===== src/rtl/servo_pkg.sv =====
// Shared constants and direction decode for the keyboard-driven servo PWM stepper.
package servo_pkg;

    localparam int DEF_PERIOD_CYCLES = 2_000_000;
    localparam int DEF_MIN_PULSE     = 50_000;
    localparam int DEF_MAX_PULSE     = 250_000;
    localparam int DEF_CENTER_PULSE  = 150_000;
    localparam int DEF_STEP          = 1_000;
    localparam int DEF_CNT_W         = 21;

    typedef enum logic [1:0] {DIR_HOLD, DIR_CW, DIR_CCW} dir_e;

    // Both keys together cancel out, same as no key.
    function automatic dir_e decode_dir(input logic cw, input logic ccw);
        dir_e d;
        d = DIR_HOLD;
        if (cw && !ccw) d = DIR_CW;
        else if (ccw && !cw) d = DIR_CCW;
        return d;
    endfunction

endpackage


===== src/rtl/servo_pwm_stepper_if.sv =====
// Direction levels in, PWM pin and position status out.
interface servo_pwm_stepper_if #(
    parameter int CNT_W = servo_pkg::DEF_CNT_W
);
    logic             isClockWise;
    logic             isCounterClock;
    logic             servo;
    logic [CNT_W-1:0] position;
    logic             at_limit;

    modport master (
        output isClockWise, isCounterClock,
        input  servo, position, at_limit
    );

    modport slave (
        input  isClockWise, isCounterClock,
        output servo, position, at_limit
    );
endinterface


===== src/rtl/servo_frame_timer.sv =====
// PWM frame counter: counts 0..PERIOD_CYCLES-1 and flags the last cycle of each frame.
module servo_frame_timer #(
    parameter int PERIOD_CYCLES = servo_pkg::DEF_PERIOD_CYCLES,
    parameter int CNT_W         = servo_pkg::DEF_CNT_W
) (
    input  logic             clk,
    input  logic             rst,
    output logic [CNT_W-1:0] cnt,
    output logic             frame_end
);
    localparam logic [CNT_W-1:0] LAST = CNT_W'(PERIOD_CYCLES - 1);

    assign frame_end = (cnt == LAST);

    always_ff @(posedge clk) begin
        if (rst || frame_end) cnt <= '0;
        else                  cnt <= cnt + 1'b1;
    end
endmodule


===== src/rtl/servo_pwm_stepper.sv =====
// Ramping hobby-servo PWM; width changes only on frame boundaries.
// Optional build macro SERVO_ACCEL_EN: 4x step after 25 consecutive same-direction frames.
module servo_pwm_stepper #(
    parameter int PERIOD_CYCLES = servo_pkg::DEF_PERIOD_CYCLES,
    parameter int MIN_PULSE     = servo_pkg::DEF_MIN_PULSE,
    parameter int MAX_PULSE     = servo_pkg::DEF_MAX_PULSE,
    parameter int CENTER_PULSE  = servo_pkg::DEF_CENTER_PULSE,
    parameter int STEP          = servo_pkg::DEF_STEP,
    parameter int CNT_W         = servo_pkg::DEF_CNT_W
) (
    input logic               clk,
    input logic               rst,
    servo_pwm_stepper_if.slave bus
);
    import servo_pkg::*;

    localparam logic [CNT_W:0]   MIN_W  = (CNT_W+1)'(MIN_PULSE);
    localparam logic [CNT_W:0]   MAX_W  = (CNT_W+1)'(MAX_PULSE);
    localparam logic [CNT_W:0]   STEP_W = (CNT_W+1)'(STEP);
    localparam logic [CNT_W-1:0] MIN_C  = CNT_W'(MIN_PULSE);
    localparam logic [CNT_W-1:0] MAX_C  = CNT_W'(MAX_PULSE);
    localparam logic [CNT_W-1:0] CEN_C  = CNT_W'(CENTER_PULSE);

    logic [CNT_W-1:0] cnt;
    logic             frame_end;
    logic [CNT_W-1:0] width, width_nxt;
    logic [CNT_W:0]   step, sum, diff;
    logic             servo_q;
    dir_e             dir;

    servo_frame_timer #(
        .PERIOD_CYCLES(PERIOD_CYCLES),
        .CNT_W        (CNT_W)
    ) u_timer (
        .clk      (clk),
        .rst      (rst),
        .cnt      (cnt),
        .frame_end(frame_end)
    );

    assign dir = decode_dir(bus.isClockWise, bus.isCounterClock);

`ifdef SERVO_ACCEL_EN
    localparam logic [4:0] HOLD_MAX = 5'd25;
    logic [4:0] hold_cnt;
    dir_e       last_dir;

    // hold_cnt is the number of same-direction frames already applied.
    assign step = (hold_cnt == HOLD_MAX && dir == last_dir && dir != DIR_HOLD)
                  ? (STEP_W << 2) : STEP_W;

    always_ff @(posedge clk) begin
        if (rst) begin
            hold_cnt <= '0;
            last_dir <= DIR_HOLD;
        end else if (frame_end) begin
            last_dir <= dir;
            if (dir == DIR_HOLD)          hold_cnt <= '0;
            else if (dir != last_dir)     hold_cnt <= 5'd1;
            else if (hold_cnt != HOLD_MAX) hold_cnt <= hold_cnt + 5'd1;
        end
    end
`else
    assign step = STEP_W;
`endif

    // One spare bit on the add; subtract checks headroom first so it cannot wrap.
    assign sum  = {1'b0, width} + step;
    assign diff = {1'b0, width} - MIN_W;

    always_comb begin
        width_nxt = width;
        case (dir)
            DIR_CW:  width_nxt = (sum > MAX_W) ? MAX_C : sum[CNT_W-1:0];
            DIR_CCW: width_nxt = (diff >= step) ? (width - step[CNT_W-1:0]) : MIN_C;
            default: width_nxt = width;
        endcase
    end

    always_ff @(posedge clk) begin
        if (rst) begin
            width   <= CEN_C;
            servo_q <= 1'b0;
        end else begin
            if (frame_end) width <= width_nxt;
            servo_q <= (cnt < width);
        end
    end

    assign bus.servo    = servo_q;
    assign bus.position = width;
    assign bus.at_limit = (width == MIN_C) || (width == MAX_C);
endmodule

===== src/flat_wrapper.sv =====
// flat-port wrapper written by rule: the top's interface ports become plain ports
module servo_pwm_stepper_flat import servo_pkg::*;
#(
    parameter int PERIOD_CYCLES = servo_pkg::DEF_PERIOD_CYCLES,
    parameter int MIN_PULSE     = servo_pkg::DEF_MIN_PULSE,
    parameter int MAX_PULSE     = servo_pkg::DEF_MAX_PULSE,
    parameter int CENTER_PULSE  = servo_pkg::DEF_CENTER_PULSE,
    parameter int STEP          = servo_pkg::DEF_STEP,
    parameter int CNT_W         = servo_pkg::DEF_CNT_W
)
  (clk, rst, bus_isClockWise, bus_isCounterClock, bus_servo, bus_position, bus_at_limit);
  servo_pwm_stepper_if #(.CNT_W(CNT_W)) bus_i ();
  input logic clk;
  input logic rst;
  input wire logic [$bits(bus_i.isClockWise)-1:0] bus_isClockWise;
  input wire logic [$bits(bus_i.isCounterClock)-1:0] bus_isCounterClock;
  output wire logic [$bits(bus_i.servo)-1:0] bus_servo;
  output wire logic [$bits(bus_i.position)-1:0] bus_position;
  output wire logic [$bits(bus_i.at_limit)-1:0] bus_at_limit;
  assign bus_i.isClockWise = bus_isClockWise;
  assign bus_i.isCounterClock = bus_isCounterClock;
  assign bus_servo = bus_i.servo;
  assign bus_position = bus_i.position;
  assign bus_at_limit = bus_i.at_limit;
  servo_pwm_stepper #(.PERIOD_CYCLES(PERIOD_CYCLES), .MIN_PULSE(MIN_PULSE), .MAX_PULSE(MAX_PULSE), .CENTER_PULSE(CENTER_PULSE), .STEP(STEP), .CNT_W(CNT_W)) u_core (.clk(clk), .rst(rst), .bus(bus_i));
endmodule

===== config.mk =====
export PLATFORM = sky130hd
export DESIGN_NAME = servo_pwm_stepper_flat
export DESIGN_NICKNAME = d
export VERILOG_FILES = /design/src/rtl/servo_pkg.sv /design/src/rtl/servo_pwm_stepper_if.sv /design/src/rtl/servo_frame_timer.sv /design/src/rtl/servo_pwm_stepper.sv /design/src/flat_wrapper.sv
export SDC_FILE = /design/constraint.sdc
export NUM_CORES = 1
export LEC_CHECK = 0
export ABC_AREA = 1
export BUFFER_PORTS_ARGS = -buffer_cell sky130_fd_sc_hd__buf_2
export CAP_MARGIN = 20
export CORE_MARGIN = 1.5
export CORE_UTILIZATION = 50
export DETAILED_ROUTE_END_ITERATION = 8
export GPL_TIMING_DRIVEN = 0
export PLACE_DENSITY = 0.69
export SLEW_MARGIN = 10
export SYNTH_ARGS = -nofsm -noshare
export SYNTH_HDL_FRONTEND = slang
export SYNTH_SLANG_ARGS = --single-unit

===== constraint.sdc =====
create_clock -name clk -period 2 [get_ports clk]
set_clock_uncertainty 0.15 [all_clocks]
set_input_delay 0.3 -clock clk [delete_from_list [all_inputs] [get_ports clk]]
set_output_delay 0.3 -clock clk [all_outputs]
set_load 0.01 [all_outputs]

# After elaboration in Yosys (flattened, before gate mapping)
# Index checks and enable logic that the tools add are counted.
# W data, S select, Z words.
op_classes:
  n_mux: 5
  eq_ne: 5
  reduce_logical: 8
  order_cmp: 3
  add_sub_neg: 4
ops:
  columns: ["cell", "n"]
  rows:
  - ["$mux W21", 2]
  - ["$pmux W21 S2", 1]
  - ["$add A21 B10 Y22 const B", 1]
  - ["$ge A22 B10 Y1 const B", 1]
  - ["$gt A22 B18 Y1 const B", 1]
  - ["$sub A21 B16 Y22 const B", 1]
  - ["$add A21 B1 Y21 const B", 1]
  - ["$eq A21 B16 Y1 const B", 1]
  - ["$eq A21 B18 Y1 const B", 1]
  - ["$eq A21 B21 Y1 const B", 1]
  - ["$lt A21 B21 Y1", 1]
  - ["$sub A21 B10 Y21 const B", 1]
  - ["$mux W2", 2]
  - ["$eq A2 B1 Y1 const B", 1]
  - ["$eq A2 B2 Y1 const B", 1]
  - ["$logic_and A1 B1 Y1", 2]
  - ["$logic_not A1 Y1", 2]
  - ["$logic_or A1 B1 Y1", 2]
  - ["$reduce_and A2 Y1", 1]
  - ["$reduce_bool A2 Y1", 1]
totals:
  in_bits: 4
  output_inout_bits: 23
  regBits: 43
  wordCells: 28

# Longest topological paths before layout
# Gate-level depths: netlist of the first run.
depth:
  depth_word: 7
  ltp_mapped: 18
  depth_no_buf: 17

# By module
# From an unflattened synthesis of the first run, not the netlist that was laid out.
unflattened:
  hier_cells: 638
  area_unflattened_um2: 3942.5
modules_own_cells:
  columns: ["mod", "area_each_um2", "n_inst", "cells_per_inst", "seq_area_each_um2"]
  rows:
  - ["servo_pwm_stepper", 2723.9, 1, 467, 380.4]
  - ["servo_frame_timer", 1218.7, 1, 171, 420.4]

# Worst setup path after synthesis of the first run
# OpenSTA, ideal clock, no wires.
synth_timing:
  kind: "register to register"
  startpoint: "register u_core.width[3], in the netlist u_core.bus.position[3]"
  endpoint: "register u_core.width[9], in the netlist u_core.bus.position[9]"
  setup_ns: 0.066
  stages_incl_launch_ff: 17
  synth_period_minus_slack_ns: 2.151
  slack_ns: -0.151
  arrival_time_ns: 1.935
  path_cell_list: "dfxtp_1 -> clkbuf_2 -> inv_1 -> ha_1 -> inv_1 -> nor2_1 -> nor2_1 -> nand3_1 -> nand2_1 -> nand4_1 -> nand2_1 -> nand2_1 -> nand2_2 -> nand3_4 -> inv_2 -> nand2_1 -> a21oi_2"
synth_via:
  elab_chain_cells: 4
  word_cells_on_any_way: 8
  cone_classes: "add/sub: 3; order compare: 2; mux: 3"
synth_lines:
  columns: ["item", "line", "source"]
  rows:
  - ["start: declaration", "servo_pwm_stepper.sv:26", "logic [CNT_W-1:0] width, width_nxt;"]
  - ["start signal: assignment", "servo_pwm_stepper.sv:85", "if (frame_end) width <= width_nxt;"]
  - ["$sub A21 B16 Y22 or $add A21 B10 Y22 (tied branches)", "servo_pwm_stepper.sv:69, servo_pwm_stepper.sv:68", null]
  - ["$ge A22 B10 Y1 or $gt A22 B18 Y1 (tied branches)", "servo_pwm_stepper.sv:75, servo_pwm_stepper.sv:74", null]
  - ["$mux W21, on equally long branches", "servo_pwm_stepper.sv:75, servo_pwm_stepper.sv:74", null]
  - ["$pmux W21 S2 *", "servo_pwm_stepper.sv:73", "case (dir)"]
# Every way passes the cells marked *; elsewhere a longest branch is shown, timed or not.
# A chain may end at the register's enable or synchronous reset.

# Final worst setup path of the first run
layout_timing:
  startpoint: "register u_core.width[8], in the netlist u_core.bus.position[8]"
  endpoint: "register u_core.width[12], in the netlist u_core.bus.position[12]"
# The elaborated chain is that of the path after synthesis.

==> flow_summary.toml, run 1 <==
[timing]
tightestPinTransition_ns = 0.580
setup_tns_ns = -5.91
finalHoldViolCount = 0
setup_violations = 24
setup_ws_ns = -0.392
whs_ns = 0.173
fin_crit_sh = 1.20
final_max_slew_viol_count = 0
relSlewSlack = 0.614
max_freq_mhz = 418
rsz0062_at_grt = "true"
post-route-min-period_ns = 2.39

[floorplan]
die_y_um = 88.5
row_count = 30
start_util = 0.526
die_area_mm2 = 0.00783
ios = 27
die_x_um = 88.5
core_area_mm2 = 0.00694

[cells_and_area]
post-route-util = 0.818
synthToLayoutAreaGrowth_pct = 55.6
n_fill_cell = 440
drive_above_1_share = 0.449
layout_common_cells = "126 x nand2_1, 75 x buf_4, 49 x inv_1"
fin_area_mm2 = 0.00568
layout_commonest_cell = "nand2_1"
n_antenna_cell = 0
layout.cells.non_filler = 813
nNetsFinal = 744

[placement]
place_hpwl_um = 7860
gp_congestion = 0.898
portBuffers = 23
pre_cts_slack_ns = -0.471
placed_cells = 711
place_area_mm2 = 0.00393

[global_routing]
track_usage = 0.326
grt_pass1_vias = 4308
grt_max_degree = 13
antenna_found_initial = 0
grt_overflow_total = 0
grt_pass1_wl_um = 19800

[worst_setup_path]
crit_fanout = 6
cpPeakStageDelay_ns = 0.33
slowest_stage = "dfxtp_2"
crit_path_start_kind = "flop"
path_delay_family = "simple AND/OR/NAND/NOR gates"
crit_path_cell_trace = "buf_6, inv_6, nand2_2, o21ai_0, nand3_1, nand2_1, nand4_1, nand2_1, nand2_2, nand2_4, buf_6, nand3b_1, nand2_1, nand3_1, nand2_1, inv_1"
cp-end-kind = "flop"
crit_buf_inv = 4
crit_cells = 16
worstSetupPathType = "flop to flop"
crit_required_ns = 2.05
r2r_cells = 16
crit_top_cell = "nand2_1"
crit_arrival_ns = 2.44

[clocking]
clkSlewWorstSetupHoldPaths_ns = 0.08
cts-buffers-inserted = 5
htree_levels = 2
insertion_delay_ns = 0.30
cts_num_sinks = 40
cts_tree = "done"
clockBufferDepth = 2
root_buffer = "clkbuf_8"

[power]
power_mw = 1.50
leakage_nw = 2.65
max-vdd-ir-drop_mv = 0.274
power_density_mw_per_mm2 = 263

[outcome]
violations = "setup timing"
run_status = "complete, but fails checks"

[routing]
drt-initial-drc-count = 551
remaining_drc_errors = 0
routed_via_density = 5.80
vias = 4712
drt-total-wl_um = 13600
first_pass_iters = 7
routedWlPerCell_um = 16.7
antenna_left = 0

[synthesis]
seq_area_frac_synth = 0.219
synth_warnings = 0
synth.ff_latch_count = 40
ys_types = 40
syn_area_per_cell_um2 = 6.19
syn_inst = 590
syn_area_mm2 = 0.00365

[min_path]
hold_depth = 4
hp-class = "primary input to flop"

[job]
maxCapViolations = 0
==> synth_stat cells, drive strengths merged <==
cell,count,area [um^2]
a211oi,2,15.0
a21boi,1,7.51
a21oi,33,176
and2,1,6.26
buf,15,116
clkbuf,4,16.3
clkinv,3,12.5
conb,1,3.75
dfxtp,40,801
ha,24,300
inv,73,274
nand2,172,678
nand3,45,253
nand3b,1,7.51
nand4,18,119
nor2,76,315
nor3,22,153
nor3b,6,45.0
nor4,6,43.8
o21a,1,7.51
o21ai,27,135
xnor2,1,8.76
xor2,18,158
==> power breakdown <==
group / total (mW) / switching [mW] / internal, mW
combinational: 0.114 / 0.0643 / 0.0492
clock: 0.581 / 0.305 / 0.276
sequential: 0.802 / 0.00688 / 0.795
==> flip-flops by register name, indices dropped and copies added, names as in the netlist <==
register and flops:
u_core.bus.servo 1, u_core.bus.position 18, u_core.u_timer.cnt 21
==> layer usage <==
layer  vias up  share of wire  GRT usage
li1       2157              -          -
met1      2173           0.39      0.389
met2       293           0.48      0.570
met3        89          0.077     0.0429
met4         0          0.058      0.172
met5         -              0          0
==> path summary, 6_finish.rpt <==
kind	start	endpoint	slack, ns
worst max-delay path	u_core.bus.position[8]	u_core.bus.position[12]	-0.39
worst min-delay path	rst	u_core.bus.position[12]	0.17
worst max register to register	u_core.bus.position[8]	u_core.bus.position[12]	-0.39
worst min register to register	u_core.u_timer.cnt[6]	u_core.u_timer.cnt[6]	0.35
==> worst min-delay path, delay by kind of cell <==
family                 cells  cell delay, ns
AND/OR/NAND/NOR            1            0.08
AO/OA/AOI/OAI              1            0.06
buffers and inverters      2            0.16
==> kinds of logic after synthesis <==
kind of cell | Yosys count | synth area share
xor+xnor | 19 | 0.0456
fa+ha+maj | 24 | 0.0822
flops | 40 | 0.219
compound gates | 64 | 0.0935
other cells | 1 | 0.00103
simple gates | 347 | 0.444
buf+inv | 95 | 0.115
==> layout make-up <==
class	instances	area [um^2]	share of cell area
Inverter	76	358	0.0630
Multi-Input combinational cell	457	3100	0.545
Timing Repair Buffer	116	960	0.169
Sequential cell	40	837	0.147
Clock buffer	6	82.6	0.0145
Buffer	19	213	0.0374
Timing Repair inverter	1	5.00	0.000881
Tap cell	96	120	0.0211
Clock inverter	2	10.0	0.00176
==> repair_timing <==
action	in CTS	in global routing
gates cloned	3	2
buffers inserted	73	23
endpoints found under the hold margin	0	0
gates resized for setup	164	90
pin swaps	43	44
hold buffers	0	0
endpoints found under the setup margin	41	41
No activity file was read; power rests on OpenSTA's default activity.
==> run 2: changes to the inputs <==
--- a/config.mk
+++ b/config.mk
@@ -13,6 +13,7 @@
 export DETAILED_ROUTE_END_ITERATION = 8
 export GPL_TIMING_DRIVEN = 0
 export PLACE_DENSITY = 0.69
+export SKIP_CTS_REPAIR_TIMING = 1
 export SLEW_MARGIN = 10
 export SYNTH_ARGS = -nofsm -noshare
 export SYNTH_HDL_FRONTEND = slang
==> flow_summary.toml, run 2 (synthesis gave the netlist of run 1 again) <==
[min_path]
hold_depth = 4
hp-class = "primary input to flop"
hp-start = "rst"
hold_end = "u_core.bus.position[12]"

[routing]
drt-initial-drc-count = 390
first_pass_iters = 5
routedWlPerCell_um = 14.9
antenna_left = 0
routed_via_density = 5.54
vias = 4265
drt-total-wl_um = 11400
remaining_drc_errors = 0

[worst_setup_path]
crit_start = "u_core.bus.position[7]"
crit_path_start_kind = "flop"
crit_arrival_ns = 2.39
r2r-start = "u_core.bus.position[7]"
crit_buf_inv = 3
r2r_slack_ns = -0.35
r2r_cells = 17
crit_top_cell = "nand2_1"
crit_path_cell_trace = "buf_6, inv_6, nand2_2, nor2_2, nand3_2, nand2_4, nand2_1, o21ai_2, nand3_1, nor2_2, nand2_4, nand3_4, inv_4, nand2_2, nand2_1, nand2_1, nand2_1"
crit_required_ns = 2.04
slowest_stage = "dfxtp_1"
path_delay_family = "simple AND/OR/NAND/NOR gates"
worstSetupPathType = "flop to flop"
cpPeakStageDelay_ns = 0.32
r2r-end = "u_core.bus.position[5]"
cp-end-kind = "flop"
crit_fanout = 9

[floorplan]
die_x_um = 88.5
start_util = 0.526
die_y_um = 88.5
row_count = 30
core_area_mm2 = 0.00694
die_area_mm2 = 0.00783
ios = 27

[cells_and_area]
synthToLayoutAreaGrowth_pct = 37.5
top_register = "u_core.u_timer.cnt"
nNetsFinal = 701
layout.cells.non_filler = 770
largest_register_ffs = 21
fin_area_mm2 = 0.00502
n_antenna_cell = 0
layout_commonest_cell = "nand2_1"
drive_above_1_share = 0.366
post-route-util = 0.723
layout_common_cells = "138 x nand2_1, 54 x inv_1, 49 x buf_4"

[placement]
pre_cts_slack_ns = -0.471
placed_cells = 711
portBuffers = 23
place_hpwl_um = 7860
place_area_mm2 = 0.00393
gp_congestion = 0.898

[clocking]
cts_num_sinks = 40
cts-buffers-inserted = 5
clockBufferDepth = 2
cts_tree = "done"
insertion_delay_ns = 0.30
clkSlewWorstSetupHoldPaths_ns = 0.08
root_buffer = "clkbuf_8"
htree_levels = 2

[timing]
tightestPinTransition_ns = 0.624
setup_ws_ns = -0.355
final_max_slew_viol_count = 0
max_freq_mhz = 425
setup_violations = 24
fin_crit_sh = 1.18
rsz0062_at_grt = "true"
finalHoldViolCount = 0
relSlewSlack = 0.584
post-route-min-period_ns = 2.35

[global_routing]
antenna_found_initial = 0
grt_overflow_total = 0
grt_pass1_vias = 3562
track_usage = 0.266
grt_max_degree = 13
grt_pass1_wl_um = 16300

[power]
power_density_mw_per_mm2 = 292
max-vdd-ir-drop_mv = 0.256
leakage_nw = 2.34
power_mw = 1.47

[outcome]
violations = "setup timing"
run_status = "complete, but fails checks"

[job]
maxCapViolations = 0
run 2: per-stage QoR:
| stage | hold WS (ns) | setup TNS [ns] |
|---|---|---|
| global route | 0.158 | -8.82 |
| global placement | 0.296 | -7.81 |
| detailed placement | 0.308 | -9.11 |
| finish | 0.128 | -5.37 |
| floorplan | 0.280 | 0 |
| CTS | 0.129 | -9.96 |
run 2: worst max-delay path by stage:
stage | to | cells past startpoint
after detailed placement | u_core.bus.position[14] | 11
final | u_core.bus.position[5] | 17
after floorplan | u_core.u_timer.cnt[20] | 14
after global routing | u_core.bus.position[5] | 17
after CTS | u_core.bus.position[5] | 11
after global placement | u_core.bus.position[5] | 11
run 2: where the power goes:
group          internal [mW]  leakage [nW]  switching (mW)
clock network          0.276        0.0510           0.306
logic                 0.0279          1.97          0.0526
registers              0.796         0.327         0.00661
run 2: worst reg2reg max path, stage by stage, from the launching register on:
cell,delay [ns]
dfxtp_1,0.32
buf_6,0.15
inv_6,0.10
nand2_2,0.10
nor2_2,0.15
nand3_2,0.16
nand2_4,0.15
nand2_1,0.08
o21ai_2,0.08
nand3_1,0.10
nor2_2,0.14
nand2_4,0.11
nand3_4,0.16
inv_4,0.07
nand2_2,0.05
nand2_1,0.04
nand2_1,0.05
nand2_1,0.07
run 2: area by class of cell:
class                   count  area (um^2)
well taps                  96          120
multi-input cells         457         2940
clock inverters             2         10.0
flip-flops and latches     40          835
fillers                   566         1920
repair buffers             73          522
inverters                  76          330
clock buffers               6         82.6
repair inverters            1         7.51
plain buffers              19          179
run 2: per-layer routing:
layer / track usage / vias up / part of all wire
met2: 0.457 / 192 / 0.49
met3: 0.0345 / 37 / 0.059
li1: - / 2076 / -
met1: 0.337 / 1960 / 0.42
met5: 0 / - / 0
met4: 0.107 / 0 / 0.032
==> run 3: changes to the inputs <==
--- a/config.mk
+++ b/config.mk
@@ -9,10 +9,10 @@
 export BUFFER_PORTS_ARGS = -buffer_cell sky130_fd_sc_hd__buf_2
 export CAP_MARGIN = 20
 export CORE_MARGIN = 1.5
-export CORE_UTILIZATION = 50
+export CORE_UTILIZATION = 53
 export DETAILED_ROUTE_END_ITERATION = 8
 export GPL_TIMING_DRIVEN = 0
-export PLACE_DENSITY = 0.69
+export PLACE_DENSITY = 0.7
 export SKIP_CTS_REPAIR_TIMING = 1
 export SLEW_MARGIN = 10
 export SYNTH_ARGS = -nofsm -noshare
==> constraint.sdc (replaced) <==
create_clock -name clk -period 2.5 [get_ports clk]
set_clock_uncertainty 0.15 [all_clocks]
set_input_delay 0.375 -clock clk [delete_from_list [all_inputs] [get_ports clk]]
set_output_delay 0.375 -clock clk [all_outputs]
set_load 0.01 [all_outputs]
==> flow_summary.toml, run 3 (synthesis gave the netlist of run 1 again) <==
[power]
power_density_mw_per_mm2 = 282
clkPwrFrac = 0.400
leakage_nw = 2.00
p_switching_mw = 0.283
seq_power_share = 0.555
switching_share = 0.244
max-vdd-ir-drop_mv = 0.232
combPwrFrac = 0.045
intPower_mw = 0.879

[global_routing]
grt_overflow_total = 0
track_usage = 0.269
grt_pass1_wl_um = 16000
grt_max_degree = 13
antenna_found_initial = 0
grt_pass1_vias = 3643

[floorplan]
row_count = 30
die_y_um = 86.0
die_x_um = 86.0
core_area_mm2 = 0.00672
die_area_mm2 = 0.00740
ios = 27
start_util = 0.544

[routing]
first_pass_iters = 5
antenna_left = 0
vias = 3815
drt-total-wl_um = 9600
routedWlPerCell_um = 13.5
remaining_drc_errors = 0
drt-initial-drc-count = 213
routed_via_density = 5.35

[cells_and_area]
layout.cells.non_filler = 713
nNetsFinal = 660
synthToLayoutAreaGrowth_pct = 12.7
largest_register_ffs = 21
top_register = "u_core.u_timer.cnt"
n_fill_cell = 670
drive_above_1_share = 0.175
layout_commonest_cell = "nand2_1"
n_antenna_cell = 0
layout_common_cells = "159 x nand2_1, 67 x nor2_1, 62 x inv_1"

[clocking]
htree_levels = 2
cts_num_sinks = 40
cts-buffers-inserted = 5
clockBufferDepth = 2
root_buffer = "clkbuf_8"
cts_tree = "done"
insertion_delay_ns = 0.30
clkSlewWorstSetupHoldPaths_ns = 0.09

[min_path]
hold_depth = 4
hp-class = "primary input to flop"
hold_end = "u_core.bus.position[13]"
hp-start = "rst"

[worst_setup_path]
worstSetupPathType = "flop to flop"
cp-end-kind = "flop"
r2r_slack_ns = 0.18
crit_top_cell = "nand2_1"
cpPeakStageDelay_ns = 0.38
crit_arrival_ns = 2.42
crit_fanout = 7
slowest_stage = "dfxtp_2"
r2r-start = "u_core.bus.position[3]"
crit_path_start_kind = "flop"
crit_required_ns = 2.60
r2r-end = "u_core.bus.position[5]"
crit_path_cell_trace = "buf_6, inv_1, ha_1, inv_1, nor2_1, nor2_1, nand3_1, nand2_1, nand4_1, nand2_1, nand2_1, nand2_4, nand3_4, inv_2, nand2_1, nand2_1, nand2_1, nand2_1"
r2r_cells = 18

[outcome]
run_status = "finished clean"

[timing]
setup_violations = 0
max_freq_mhz = 430
relSlewSlack = 0.651
fin_crit_sh = 0.929
tightestPinTransition_ns = 0.523
final_max_slew_viol_count = 0
post-route-min-period_ns = 2.32
finalHoldViolCount = 0
rsz0062_at_grt = "true"
setup_ws_ns = 0.177

[job]
maxCapViolations = 0

[placement]
gp_congestion = 0.910
portBuffers = 23
placed_cells = 695
place_hpwl_um = 7640
pre_cts_slack_ns = -0.0167
==> run 3: area by class of cell <==
cell class / count / area (um^2) / area share
flip-flops and latches: 40 / 805 / 0.195
inverters: 76 / 298 / 0.0723
well taps: 80 / 100 / 0.0243
repair buffers: 33 / 190 / 0.0462
multi-input cells: 457 / 2490 / 0.604
plain buffers: 19 / 146 / 0.0356
clock buffers: 6 / 82.6 / 0.0201
clock inverters: 2 / 10.0 / 0.00243
==> run 3: metrics by stage <==
| stage | hold slack [ns] | setup TNS [ns] | util | power, mW | instance area [um^2] |
|---|---|---|---|---|---|
| 6_report | 0.209 | 0 | 0.613 | 1.16 | 4120 |
| 5_1_grt | 0.253 | -0.103 | 0.613 | 1.20 | 4120 |
| 4_1_cts | 0.201 | -0.0610 | 0.591 | 1.17 | 3970 |
| 3_5_place_dp | 0.317 | -0.0328 | 0.577 | 0.712 | 3870 |
| 3_3_place_gp | 0.297 | 0 | 0.577 | 0.711 | 3870 |
| 2_1_floorplan | 0.280 | 0 | - | 0.696 | 3660 |
==> run 3: per-layer routing <==
layer | share of wire | vias to the layer above | wire (um) | global-route usage
li1 | - | 1988 | - | -
met2 | 0.48 | 99 | 4600 | 0.472
met1 | 0.45 | 1698 | 4330 | 0.327
met3 | 0.038 | 30 | 362 | 0.0327
met5 | 0 | - | 0 | 0
met4 | 0.032 | 0 | 309 | 0.126
==> run 3: power by group through the flow <==
stage / logic [mW] / clock network (mW) / registers [mW]
finish: 0.0522 / 0.465 / 0.645
global route: 0.0597 / 0.495 / 0.646
CTS: 0.0516 / 0.477 / 0.645
detailed placement: 0.0515 / 0 / 0.660
global placement: 0.0510 / 0 / 0.660
floorplan: 0.0365 / 0 / 0.660
==> run 3: worst max-delay path by stage <==
stage                           start                      end  slack, ns  cells past startpoint
5_1_grt        u_core.bus.position[3]  u_core.bus.position[17]      -0.04                     17
3_3_place_gp    u_core.u_timer.cnt[0]   u_core.bus.position[5]       0.04                     11
2_1_floorplan  u_core.bus.position[3]   u_core.bus.position[9]       0.35                     16
3_5_place_dp    u_core.u_timer.cnt[0]   u_core.bus.position[5]      -0.02                     11
4_1_cts         u_core.u_timer.cnt[0]   u_core.bus.position[5]      -0.03                     11
6_report       u_core.bus.position[3]   u_core.bus.position[5]       0.18                     18
==> run 3: worst max-delay path: cells and delay by family (launching register included) <==
kind / cells / cell delay [ns]
AND/OR/NAND/NOR: 13 / 1.03
adder cells (fa/ha/maj): 1 / 0.31
buffers and inverters: 4 / 0.39
flip-flops: 1 / 0.38
